File: config.mk
export PLATFORM = sky130hd
export DESIGN_NAME = stopwatch_display_scan_flat
export DESIGN_NICKNAME = d
export VERILOG_FILES = /design/src/rtl/stopwatch_display_scan_pkg.sv /design/src/rtl/stopwatch_display_scan_if.sv /design/src/rtl/stopwatch_display_scan_bcd_to_7seg.sv /design/src/rtl/stopwatch_display_scan.sv /design/src/flat_wrapper.sv
export SDC_FILE = /design/constraint.sdc
export NUM_CORES = 1
export LEC_CHECK = 0
export ABC_AREA = 1
export CAP_MARGIN = 20
export CORE_UTILIZATION = 45
export DETAILED_ROUTE_END_ITERATION = 10
export PLACE_DENSITY_LB_ADDON = 0.3
export REMOVE_ABC_BUFFERS = 1
export SYNTH_ARGS = -nofsm -noshare
export SYNTH_HDL_FRONTEND = slang
export SYNTH_SLANG_ARGS = --single-unit
File: constraint.sdc
create_clock -name clk_in -period 1.97 [get_ports clk_in]
set_input_delay 0.2955 -clock clk_in [delete_from_list [all_inputs] [get_ports clk_in]]
set_output_delay 0.2955 -clock clk_in [all_outputs]
set_load 0.1 [all_outputs]
File: src/rtl/stopwatch_display_scan_pkg.sv
`default_nettype none
// ============================================================================
// Module      : stopwatch_display_scan_pkg
// Description : Shared constants and types for the stopwatch display scanner.
//               Segment vectors are active-low with a..g mapped to bit 1..7.
//               The shared items are the blank and dash patterns, the 0-9
//               digit table, the digit count, the 2-bit digit index type and
//               the anode helper.
// Revision    : 1.0 - initial release
// ============================================================================
package stopwatch_display_scan_pkg;

    localparam int NUM_DIGITS = 4;

    localparam logic [7:1] SEG_BLANK = 7'h7F;
    // Only segment g lit.
    localparam logic [7:1] SEG_DASH  = 7'h3F;

    // Active-low patterns for digits 0..9, bit 7 = g .. bit 1 = a.
    localparam logic [7:1] DIGIT_SEG [10] = '{
        7'h40, 7'h79, 7'h24, 7'h30, 7'h19,
        7'h12, 7'h02, 7'h78, 7'h00, 7'h10
    };

    typedef logic [1:0] digit_idx_t;

    localparam digit_idx_t IDX_MIN_UNITS = 2'd2;
    localparam digit_idx_t IDX_MIN_TENS  = 2'd3;

    // Active-low anode enable for a single digit slot.
    function automatic logic [4:1] anode_for(input digit_idx_t idx);
        logic [4:1] onehot;
        onehot = 4'b0001 << idx;
        return ~onehot;
    endfunction

endpackage
`default_nettype wire

File: src/rtl/stopwatch_display_scan_if.sv
`default_nettype none
// ============================================================================
// Module      : stopwatch_display_scan_if
// Description : Bundle between the stopwatch time bus and the display.
//               The master (stopwatch side) drives Q_in, BLINK and LZ_BLANK.
//               The slave (scanner) drives SEG, DP, AN and FRAME.
//   Q_in     [16:1] BCD MM:SS, [4:1]=s units .. [16:13]=min tens
//   BLINK           flash whole display
//   LZ_BLANK        blank min-tens digit when it is zero
//   SEG      [7:1]  segments a..g, active-low
//   DP              decimal point / colon, active-low
//   AN       [4:1]  digit enables, AN[1]=s units, active-low
//   FRAME           one-cycle pulse when a new snapshot is loaded
// Revision    : 1.0 - initial release
// ============================================================================
interface stopwatch_display_scan_if;
    logic [16:1] Q_in;
    logic        BLINK;
    logic        LZ_BLANK;
    logic [7:1]  SEG;
    logic        DP;
    logic [4:1]  AN;
    logic        FRAME;

    modport master (
        output Q_in, BLINK, LZ_BLANK,
        input  SEG, DP, AN, FRAME
    );

    modport slave (
        input  Q_in, BLINK, LZ_BLANK,
        output SEG, DP, AN, FRAME
    );
endinterface
`default_nettype wire

File: src/rtl/stopwatch_display_scan_bcd_to_7seg.sv
`default_nettype none
// ============================================================================
// Module      : bcd_to_7seg
// Description : Combinational BCD to active-low 7-segment decoder. Nibbles
//               10..15 are not valid BCD and show a dash.
//   i_bcd [3:0]  BCD digit
//   o_seg [7:1]  segments a..g, active-low
// Revision    : 1.0 - initial release
// ============================================================================
module bcd_to_7seg
    import stopwatch_display_scan_pkg::*;
(
    input  wire logic [3:0] i_bcd,
    output logic      [7:1] o_seg
);

    always_comb begin
        o_seg = SEG_DASH;
        if (i_bcd <= 4'd9) begin
            o_seg = DIGIT_SEG[i_bcd];
        end
    end

endmodule
`default_nettype wire

File: src/rtl/stopwatch_display_scan.sv
`default_nettype none
// ============================================================================
// Module      : stopwatch_display_scan
// Description : Scans the four BCD digits of the stopwatch time bus onto a
//               common-anode 4-digit 7-segment display. The time is
//               snapshotted once per frame so a frame never tears. Each slot
//               starts with an all-off guard window. The block also supports
//               whole-display blink and min-tens leading-zero blanking.
//   clk_in          system clock, rising edge
//   RESET_n         asynchronous active-low reset
//   bus (slave)     Q_in/BLINK/LZ_BLANK in, SEG/DP/AN/FRAME out
// Revision    : 1.0 - initial release
// ============================================================================
module stopwatch_display_scan
    import stopwatch_display_scan_pkg::*;
#(
    parameter int SCAN_DIV  = 1000,
    parameter int GUARD     = 8,
    parameter int BLINK_DIV = 64
) (
    input  wire logic                 clk_in,
    input  wire logic                 RESET_n,
    stopwatch_display_scan_if.slave   bus
);

    localparam int PRE_W = $clog2(SCAN_DIV);
    localparam int CNT_W = (BLINK_DIV > 1) ? $clog2(BLINK_DIV) : 1;
    localparam logic [PRE_W-1:0] PRE_LAST = PRE_W'(SCAN_DIV - 1);
    localparam logic [CNT_W-1:0] CNT_LAST = CNT_W'(BLINK_DIV - 1);

    // Scan state
    logic [PRE_W-1:0] prescaler_q, prescaler_d;
    digit_idx_t       idx_q, idx_d;
    logic [16:1]      snapshot_q, snapshot_d;
    // Set by reset. It marks the first cycle after release so that this
    // cycle also starts a frame.
    logic             first_q, first_d;
    logic [CNT_W-1:0] frame_cnt_q, frame_cnt_d;
    logic             hidden_q, hidden_d;

    // Registered outputs
    logic [7:1]       seg_q, seg_d;
    logic             dp_q, dp_d;
    logic [4:1]       an_q, an_d;
    logic             frame_q, frame_d;

    logic             w_wrap;
    logic             w_frame_start;
    logic             w_guard;
    logic             w_lz_blank;
    logic [3:0]       w_digit;
    logic [7:1]       w_digit_seg;

    generate
        if (GUARD == 0) begin : g_no_guard
            assign w_guard = 1'b0;
        end else begin : g_guard
            assign w_guard = (prescaler_q < PRE_W'(GUARD));
        end
    endgenerate

    always_comb begin
        w_digit = snapshot_q[4:1];
        case (idx_q)
            2'd1:    w_digit = snapshot_q[8:5];
            2'd2:    w_digit = snapshot_q[12:9];
            2'd3:    w_digit = snapshot_q[16:13];
            default: w_digit = snapshot_q[4:1];
        endcase
    end

    bcd_to_7seg u_dec (
        .i_bcd (w_digit),
        .o_seg (w_digit_seg)
    );

    // Next-state: prescaler, digit index, snapshot and blink counters.
    always_comb begin
        w_wrap        = (prescaler_q == PRE_LAST);
        w_frame_start = first_q | (w_wrap & (idx_q == IDX_MIN_TENS));

        prescaler_d = w_wrap ? '0 : prescaler_q + 1'b1;
        idx_d       = w_wrap ? idx_q + 2'd1 : idx_q;
        first_d     = 1'b0;
        snapshot_d  = w_frame_start ? bus.Q_in : snapshot_q;
        frame_cnt_d = frame_cnt_q;
        hidden_d    = hidden_q;
        frame_d     = w_frame_start;

        if (w_frame_start) begin
            if (!bus.BLINK) begin
                frame_cnt_d = '0;
                hidden_d    = 1'b0;
            end else if (frame_cnt_q == CNT_LAST) begin
                frame_cnt_d = '0;
                hidden_d    = ~hidden_q;
            end else begin
                frame_cnt_d = frame_cnt_q + 1'b1;
            end
        end
    end

    // Slot output, registered one cycle behind prescaler/idx. The first cycle
    // after reset release is blanked like a guard cycle. During that cycle
    // the snapshot still holds its reset value.
    always_comb begin
        w_lz_blank = (idx_q == IDX_MIN_TENS) & bus.LZ_BLANK
                     & (snapshot_q[16:13] == 4'd0);

        an_d  = 4'hF;
        seg_d = SEG_BLANK;
        dp_d  = 1'b1;

        if (!(first_q | w_guard)) begin
            dp_d = (idx_q != IDX_MIN_UNITS);
            if (!w_lz_blank) begin
                an_d  = anode_for(idx_q);
                seg_d = w_digit_seg;
            end
            // Blink gates only the anodes; BLINK is read live, so a change
            // shows on the next cycle without waiting for a frame.
            if (bus.BLINK & hidden_q) begin
                an_d = 4'hF;
            end
        end
    end

    always_ff @(posedge clk_in or negedge RESET_n) begin
        if (!RESET_n) begin
            prescaler_q <= '0;
            idx_q       <= '0;
            snapshot_q  <= '0;
            first_q     <= 1'b1;
            frame_cnt_q <= '0;
            hidden_q    <= 1'b0;
            seg_q       <= SEG_BLANK;
            dp_q        <= 1'b1;
            an_q        <= 4'hF;
            frame_q     <= 1'b0;
        end else begin
            prescaler_q <= prescaler_d;
            idx_q       <= idx_d;
            snapshot_q  <= snapshot_d;
            first_q     <= first_d;
            frame_cnt_q <= frame_cnt_d;
            hidden_q    <= hidden_d;
            seg_q       <= seg_d;
            dp_q        <= dp_d;
            an_q        <= an_d;
            frame_q     <= frame_d;
        end
    end

    assign bus.SEG   = seg_q;
    assign bus.DP    = dp_q;
    assign bus.AN    = an_q;
    assign bus.FRAME = frame_q;

endmodule
`default_nettype wire

File: src/flat_wrapper.sv
// flat-port wrapper written by rule: the top's interface ports become plain ports
module stopwatch_display_scan_flat import stopwatch_display_scan_pkg::*;
#(
    parameter int SCAN_DIV  = 1000,
    parameter int GUARD     = 8,
    parameter int BLINK_DIV = 64
)
  (clk_in, RESET_n, bus_Q_in, bus_BLINK, bus_LZ_BLANK, bus_SEG, bus_DP, bus_AN, bus_FRAME);
  stopwatch_display_scan_if bus_i ();
  input  wire logic clk_in;
  input  wire logic RESET_n;
  input wire logic [$bits(bus_i.Q_in)-1:0] bus_Q_in;
  input wire logic [$bits(bus_i.BLINK)-1:0] bus_BLINK;
  input wire logic [$bits(bus_i.LZ_BLANK)-1:0] bus_LZ_BLANK;
  output wire logic [$bits(bus_i.SEG)-1:0] bus_SEG;
  output wire logic [$bits(bus_i.DP)-1:0] bus_DP;
  output wire logic [$bits(bus_i.AN)-1:0] bus_AN;
  output wire logic [$bits(bus_i.FRAME)-1:0] bus_FRAME;
  assign bus_i.Q_in = bus_Q_in;
  assign bus_i.BLINK = bus_BLINK;
  assign bus_i.LZ_BLANK = bus_LZ_BLANK;
  assign bus_SEG = bus_i.SEG;
  assign bus_DP = bus_i.DP;
  assign bus_AN = bus_i.AN;
  assign bus_FRAME = bus_i.FRAME;
  stopwatch_display_scan #(.SCAN_DIV(SCAN_DIV), .GUARD(GUARD), .BLINK_DIV(BLINK_DIV)) u_core (.clk_in(clk_in), .RESET_n(RESET_n), .bus(bus_i));
endmodule
# Word-level counts from Yosys, hierarchy flattened
# Memory sizes are Yosys's and may differ from the RTL's.
# Cells that the tools add are included.
[totals]
mem_bits_ro = 112
reg_bits = 49
memories = 1
latchBits = 0
wordCells = 51
ram_bits = 0
[op_classes]
reduce_logical = 2
eq_ne = 7
div = 0
n_shift = 1
addsub = 3
n_bitwise = 9
order_cmp = 3
mul = 0
mux = 15
[memory_table]
columns = ["memory", "depth", "word_bits", "read_ports", "rd_ports_with_merged_regs", "write_ports", "line_no", "rtl"]
rows = [
  ["(no name shown)", 16, 7, 1, 0, 0, "stopwatch_display_scan_bcd_to_7seg.sv:20", "o_seg = DIGIT_SEG[i_bcd];"],
]
[ops]
columns = ["cell", "n"]
rows = [
  ["2-to-1 mux 7 bit", 5],
  ["2-to-1 mux 4 bit", 3],
  ["2-to-1 mux 6 bit", 2],
  ["case mux 4 bit (3 select lines)", 1],
  ["adder 10 x 1 -> 10 bit, second input constant", 1],
  ["equality test 10 bit, second input constant", 1],
  ["< comparator 10 x 4 -> 1 bit, second input constant", 1],
  ["2-to-1 mux 10 bit", 1],
  ["adder 6 x 1 -> 6 bit, second input constant", 1],
  ["equality test 6 bit, second input constant", 1],
  ["greater-or-equal comparator 5 bit, second input constant", 1],
  ["inverter 4 -> 5 bit", 1],
  ["bitwise AND 1 bit", 4],
  ["equality test 2 bit, second input constant", 2],
  ["<= comparator 4 bit, second input constant", 1],
  ["logical NOT 4 bit", 1],
  ["inverter 4 bit", 1],
  ["left shift 1 x 2 -> 4 bit, first input constant", 1],
  ["2-to-1 mux 1 bit", 3],
  ["adder 2 x 1 -> 2 bit, second input constant", 1],
  ["equality test 2 x 1 -> 1 bit, second input constant", 1],
  ["inequality test 2 x 1 -> 1 bit, second input constant", 1],
  ["inequality test 2 bit, second input constant", 1],
  ["bitwise OR 1 bit", 2],
  ["other kinds (2)", 2],
]

# Depth between registers and ports, before layout
# Gate-level depths: netlist (run 1).
[logic_depth]
word_depth = 9
mapped_depth = 13
ltp_nobuf = 13

# Modules after synthesis
# Synthesis (run 1) repeated with hierarchy kept, for this count alone.
[unflattened]
hier_cells = 295
area_unflattened_um2 = 2464.9
[modules_own_cells]
columns = ["module", "n_inst", "cells_each", "seq_area_each_um2", "area_per_inst_um2"]
rows = [
  ["stopwatch_display_scan", 1, 265, 1242.4, 2275.9],
  ["bcd_to_7seg", 1, 30, 0.0, 188.9],
]

# Least setup slack after synthesis (run 1)
# OpenSTA, ideal clock, no wires.
[synth_timing]
kind = "reg2reg"
startpoint = "register u_core.idx_q[0]"
endpoint = "register u_core.seg_q, in the netlist u_core.bus.SEG[6]"
path_buffers = 0
required_time_ns = 1.884
stages_incl_launch_ff = 14
period_less_slack_ns = 1.702
arrival_ns = 1.616
setup_time_ns = 0.086
setup_slack_ns = 0.268
path_cell_list = "dfrtp_1 -> inv_1 -> ha_1 -> inv_2 -> nand2_1 -> o21ai_4 -> inv_1 -> ha_1 -> inv_1 -> nand3_1 -> nand2_1 -> inv_1 -> nand2_1 -> nand2_1"
[synth_via]
elab_chain_cells = 9
[synth_rtl]
columns = ["element", "line_no", "rtl"]
rows = [
  ["start, declared", "stopwatch_display_scan.sv:33", "digit_idx_t idx_q, idx_d;"],
  ["start signal, assigned", "stopwatch_display_scan.sv:142", "idx_q <= idx_d;"],
  ["equality test 2 bit, or another cell as far along", "stopwatch_display_scan.sv:64, stopwatch_display_scan.sv:107", ""],
  ["case mux 4 bit (3 select lines)", "stopwatch_display_scan.sv:64", "case (idx_q)"],
  ["inverter 4 -> 5 bit (implied by the code)", "stopwatch_display_scan_bcd_to_7seg.sv:20", ""],
  ["memory (16 x 7 bit)", "--", ""],
  ["2-to-1 mux 7 bit (implied by the code) (2 in series)", "stopwatch_display_scan_bcd_to_7seg.sv:20", ""],
  ["2-to-1 mux 7 bit", "stopwatch_display_scan_bcd_to_7seg.sv:19", "if (i_bcd <= 4'd9) begin"],
  ["2-to-1 mux 7 bit (*)", "stopwatch_display_scan.sv:116", "if (!w_lz_blank) begin"],
  ["2-to-1 mux 7 bit (*)", "stopwatch_display_scan.sv:114", "if (!(first_q | w_guard)) begin"],
  ["net u_core.seg_d, one bit", "stopwatch_display_scan.sv:42", "logic [7:1] seg_q, seg_d;"],
  ["end signal, assigned", "stopwatch_display_scan.sv:147", "seg_q <= seg_d;"],
  ["end, declared", "stopwatch_display_scan.sv:42", ""],
]
# The timed path passes the listed nets; every way through them passes the cells marked *. The select of a mux whose other input is x is not followed.
# A chain may end at the register's enable or synchronous reset.

# Worst setup path after layout (run 1)
[layout_timing]
startpoint = "register u_core.idx_q[0]"
endpoint = "register u_core.seg_q, in the netlist u_core.bus.SEG[7]"
# Same word-level chain as after synthesis.

==> flow_summary.toml, run 1 <==
[grt]
grt_pass1_vias = 1857
grt_max_degree = 50
antenna_found_initial = 0
grt-ovfl-total = 0
grt.total_usage = 0.1797
grt_pass1_wl_mm = 7.617

[yosys]
seq_area_frac_synth = 0.5103
syn-cell-area_um2 = 2435
netlist.area_leader.share = 0.3700
synth.area.top_cells = "dfrtp_1, nand2_1, dfstp_2"
yosysUniqueCellTypes = 29
ys_seq_elements = 49
yosysWarnings = 0
synth_top_area_cell = "dfrtp_1"
syn_avg_cell_area_um2 = 8.171
netlist_instances = 298

[drt]
detail_route.wl_per_cell_um = 10.98
dr.pass1.iters = 4
drt_iter0_drc = 120
drc_errors = 0
route.antenna.remaining_nets = 0
vias = 1920
routed_wl_mm = 4.468
via_per_inst = 4.717

[sta]
finalHoldViolCount = 0
min_period_ns = 1.802
tns_ns = 0
clock_skew_ns = 0.005882
period_share = 0.9149
fmax_ghz = 0.5548
worst_slew_pin_slew_ns = 0.5882
slew_violations = 0
timing.slew.headroom = 0.6079
setup_viol = 0
rsz0062_at_grt = "no"

[finish]
fin_util = 0.5585
multiInputGateArea_um2 = 1033
n_antenna_cell = 0
fin_nets = 366
fill_cells = 484
layout-drive-gt1-share = 0.1543
final_common_cell = "nand2_1"
area_growth_pct = 18.65
seq_area_um2 = 1242
most-common-layout-cells = "nand2_1, dfrtp_1, inv_1"

[clock_network]
cts_made_buffers = 5
cts_tree = "built"
htreeDepth = 2
cts_sinks = 49
root_buffer = "clkbuf_8"
insertion_delay_ns = 0.29
clkTransAtPathRegs_ns = 0.08
clockBufferDepth = 2

[worst_hold_path]
hold_path.class = "input port to asynchronous set/reset pin"

[setup_path]
cp_max_fo = 6
r2r_end = "u_core.bus.SEG[7]$_DFF_PN1_"
end_kind = "flop"
crit_buf_inv = 2
crit_chain = "inv_1 -> ha_2 -> nand2_1 -> nand2_1 -> nor2_1 -> nor2_2 -> ha_1 -> inv_1 -> nand3_1 -> nand2_1 -> o21ai_0"
worst_ep_required_time_ns = 2.18
cp_slowest_cell = "dfrtp_1"
cp_data_arrival_time_ns = 2.01
cpPeakStageDelay_ns = 0.41
crit_start = "u_core.idx_q[0]$_DFFE_PN0N_"
startpoint_type = "flop"
rrSetupSlack_ns = 0.17
reg2reg_depth = 11
worst_r2r_startpoint = "u_core.idx_q[0]$_DFFE_PN0N_"
crit_top_cell = "nand2_1"
critical_path_class = "flop to flop"
cp_top_family = "simple AND/OR/NAND/NOR gates"

[floorplan]
die_x_um = 75.56
pin_count = 33
dieHeight_um = 75.56
coreArea_um2 = 5172
die-area_um2 = 5709
initial_core_util = 0.4707
rows = 26

[placed_design]
place_congestion = 0.8607
place.port_buffers = 32
dpl.hpwl_mm = 3.318

[power_and_ir_drop]
power_density_nw_per_um2 = 709.5
p_leak_nw = 1.414
peakVddDrop_mv = 0.3024

[status]
status = "finished clean"

[job]
cap_viol_max_count = 0
## worst max path at each step
| stage | to | slack, ns | depth (start not counted) |
|---|---|---|---|
| finish | u_core.bus.SEG[7]$_DFF_PN1_ | 0.17 | 11 |
| global route | u_core.bus.SEG[7]$_DFF_PN1_ | 0.03 | 11 |
| CTS | u_core.bus.SEG[6]$_DFF_PN1_ | 0.08 | 13 |
| detailed placement | u_core.bus.SEG[6]$_DFF_PN1_ | 0.09 | 13 |
| global placement | u_core.bus.SEG[6]$_DFF_PN1_ | 0.18 | 13 |
| floorplan | u_core.bus.SEG[6]$_DFF_PN1_ | 0.27 | 13 |
## what timing repair did
item / 4_1_cts / 5_1_grt
hold buffers: 0 / 0
endpoints found under the setup margin: 0 / 4
buffers inserted: 0 / 1
gates resized for setup: 0 / 4
## layer usage
metal,global-route usage,share of wire,up-vias
met5,0,0,-
met4,0.07407,0.020,0
met3,0.04365,0.032,10
met2,0.3026,0.47,36
met1,0.2219,0.48,875
li1,-,-,999
## through the flow
stage	cells	power [mW]	area, µm²	hold slack [ns]	setup slack (ns)
2_1_floorplan	293	1.385	2385	-0.00009107	0.2683
3_3_place_gp	398	1.511	2790	0.4274	0.1839
3_5_place_dp	398	1.515	2790	0.4283	0.09491
4_1_cts	406	2.071	2870	0.09849	0.07803
5_1_grt	407	2.156	2889	0.1352	0.02558
6_report	407	2.050	2889	0.07440	0.1676
## report_power, final
part / leakage [nW] / switching (mW) / internal, mW / total [mW]
clock network: 0.0395 / 0.300 / 0.253 / 0.553
registers: 0.590 / 0.0329 / 1.08 / 1.11
logic: 0.784 / 0.266 / 0.121 / 0.387
## sequential cells by signal (all words and copies together) (netlist names), 2 cells and up
name and flops:
u_core.idx_q 2, u_core.frame_cnt_q 6, u_core.bus.SEG 7, u_core.snapshot_q 16, u_core.bus.AN 4, u_core.prescaler_q 10
## Yosys cell counts
cell type,count
o21ai_2,1
nand3_1,19
conb_1,1
nand3_2,2
o22ai_1,1
inv_2,2
a21oi_1,6
buf_8,1
nor2_1,25
buf_2,1
o21ai_4,1
a31oi_1,1
nor2_2,1
dfstp_2,13
xor2_1,3
o21a_1,1
nand4_1,2
nand2_1,113
or2_2,2
o21ai_0,17
a21oi_2,1
o21bai_1,2
dfrtp_1,36
and2_1,1
nand2_2,2
inv_1,30
buf_6,2
ha_1,10
buf_4,1
## cell families after synthesis
family,synth area share
compound gates,0.07555
xor+xnor,0.01079
fa+ha+maj,0.05139
buf+inv,0.06989
flops,0.5103
other cells,0.001540
simple gates,0.2806
## layout make-up
type                       count  share of cell area
sequential                    49              0.4301
tap                           70             0.03032
inverter                      32             0.04158
timing repair buffer          36              0.1126
multi-input combinational    212              0.3577
clock buffer                   8             0.02772
No activity file was read; power rests on OpenSTA's default activity.
==> run 2, diff against run 1 <==
--- a/config.mk
+++ b/config.mk
@@ -7,7 +7,7 @@
 export LEC_CHECK = 0
 export ABC_AREA = 1
 export CAP_MARGIN = 20
-export CORE_UTILIZATION = 45
+export CORE_UTILIZATION = 39
 export DETAILED_ROUTE_END_ITERATION = 10
 export PLACE_DENSITY_LB_ADDON = 0.3
 export REMOVE_ABC_BUFFERS = 1
==> flow_summary.toml, run 2 (synthesis gave the netlist of run 1 again) <==
[status]
status = "finished clean"

[grt]
grt.met3_usage = 0.04270
grt-ovfl-total = 0
grtUsageMet2 = 0.2899
grt_max_degree = 28
grt_pass1_wl_mm = 8.286
grt.total_usage = 0.1679
grt_pass1_vias = 1891
grtUsageMet1 = 0.2001
antenna_found_initial = 0
top_usage_layer = "met2"

[finish]
fin_nets = 366
top_register = "u_core.snapshot_q"
final_common_cell = "nand2_1"
fill_cells = 587
largest_reg_flops = 16
n_antenna_cell = 0
layout-drive-gt1-share = 0.1632
area_growth_pct = 21.02
fin_util = 0.4947
most-common-layout-cells = "nand2_1, dfrtp_1, inv_1"

[drt]
routed_wl_mm = 4.770
vias = 1937
route.antenna.remaining_nets = 0
dr.pass1.iters = 4
detail_route.wl_per_cell_um = 11.58
via_per_inst = 4.701
drc_errors = 0
drt_iter0_drc = 85

[setup_path]
reg2reg_depth = 12
cp_data_arrival_time_ns = 2.04
end_kind = "flop"
worst_ep_required_time_ns = 2.20
r2r_end = "u_core.bus.SEG[6]$_DFF_PN1_"
rrSetupSlack_ns = 0.16
worst_r2r_startpoint = "u_core.idx_q[0]$_DFFE_PN0N_"
startpoint_type = "flop"
critical_path_class = "flop to flop"
cp_max_fo = 7

[sta]
fmax_ghz = 0.5536
timing.slew.headroom = 0.6405
rsz0062_at_grt = "yes"
slew_violations = 0
postLayoutSetupSlackWorst_ns = 0.1638
worst_slew_pin_slew_ns = 0.5392
tns_ns = 0
hold_ws_ns = 0.4837
clock_skew_ns = 0.005849
setup_viol = 0
min_period_ns = 1.806
period_share = 0.9169
finalHoldViolCount = 0

[clock_network]
cts_setup_buffers = 0
htreeDepth = 2
insertion_delay_ns = 0.30
clockBufferDepth = 2
cts_sinks = 49
root_buffer = "clkbuf_8"
cts_tree = "built"
cts_made_buffers = 5
clkTransAtPathRegs_ns = 0.09

[power_and_ir_drop]
power_density_nw_per_um2 = 725.7
p_sw_mw = 0.6211
peakVddDrop_mv = 0.4429
p_seq_frac = 0.520
clkPwrFrac = 0.297
p_leak_nw = 1.439
combPwrFrac = 0.184
swShare = 0.2904
intPower_mw = 1.517

[floorplan]
rows = 28
die-area_um2 = 6563
dieHeight_um = 81.02
coreArea_um2 = 5956
pin_count = 33
initial_core_util = 0.4088
die_x_um = 81.02

[placed_design]
place_ws_ns = 0.1139
place.port_buffers = 32
place_congestion = 0.8997
dpl.hpwl_mm = 3.741

[worst_hold_path]
holdPathStages = 2
hold_path.class = "flop to flop"
worstHoldStart = "u_core.snapshot_q[10]$_DFFE_PN0P_"
hold_end = "u_core.snapshot_q[10]$_DFFE_PN0P_"

[job]
cap_viol_max_count = 0
-- run 2: power by group through the flow --
stage / clock [mW] / combinational [mW] / sequential [mW]
global placement: 0 / 0.387 / 1.13
floorplan: 0 / 0.125 / 1.26
finish: 0.634 / 0.393 / 1.11
CTS: 0.657 / 0.397 / 1.11
global route: 0.703 / 0.430 / 1.12
detailed placement: 0 / 0.395 / 1.13
-- run 2: layer usage --
layer  share of wire  wire length [µm]
met1            0.45              2162
met2            0.48              2312
met3           0.042               201
met4           0.019                93
met5               0                 0
-- run 2: layout make-up --
cell class | instances | area (µm²) | share of cell area
inverter | 32 | 120.1 | 0.04076
multi-input combinational | 212 | 1036 | 0.3516
clock buffer | 7 | 96.34 | 0.03270
clock inverter | 1 | 5.005 | 0.001699
sequential | 49 | 1242 | 0.4217
tap | 75 | 93.84 | 0.03185
timing repair buffer | 36 | 352.8 | 0.1197
-- run 2: how the worst max path moves through the flow --
stage	from	to
after detailed placement	u_core.idx_q[0]$_DFFE_PN0N_	u_core.bus.SEG[6]$_DFF_PN1_
after floorplan	u_core.idx_q[0]$_DFFE_PN0N_	u_core.bus.SEG[6]$_DFF_PN1_
after global placement	u_core.idx_q[0]$_DFFE_PN0N_	u_core.bus.SEG[6]$_DFF_PN1_
after CTS	u_core.idx_q[0]$_DFFE_PN0N_	u_core.bus.SEG[6]$_DFF_PN1_
final	u_core.idx_q[0]$_DFFE_PN0N_	u_core.bus.SEG[6]$_DFF_PN1_
after global routing	u_core.idx_q[1]$_DFFE_PN0N_	u_core.bus.SEG[4]$_DFF_PN1_
-- run 2: through the flow --
stage / area [µm²] / total power, mW / instances
after CTS: 2933 / 2.166 / 412
after floorplan: 2385 / 1.385 / 293
after detailed placement: 2821 / 1.526 / 403
after global placement: 2821 / 1.516 / 403
final: 2947 / 2.138 / 412
after global routing: 2947 / 2.254 / 412
-- run 2: critical path, stage by stage (launching register included) --
cell	delay (ns)
dfrtp_1	0.41
ha_1	0.30
nand2_1	0.10
nand2_1	0.09
o21ai_4	0.23
inv_1	0.09
ha_1	0.20
inv_1	0.05
nand3_1	0.06
nand2_1	0.07
inv_1	0.04
nand2_1	0.05
nand2_1	0.05
-- run 2: what timing repair did --
action	4_1_cts	5_1_grt
hold endpoints to repair	22	0
endpoints found under the setup margin	0	3
gates resized for setup	0	5
hold buffers	1	0
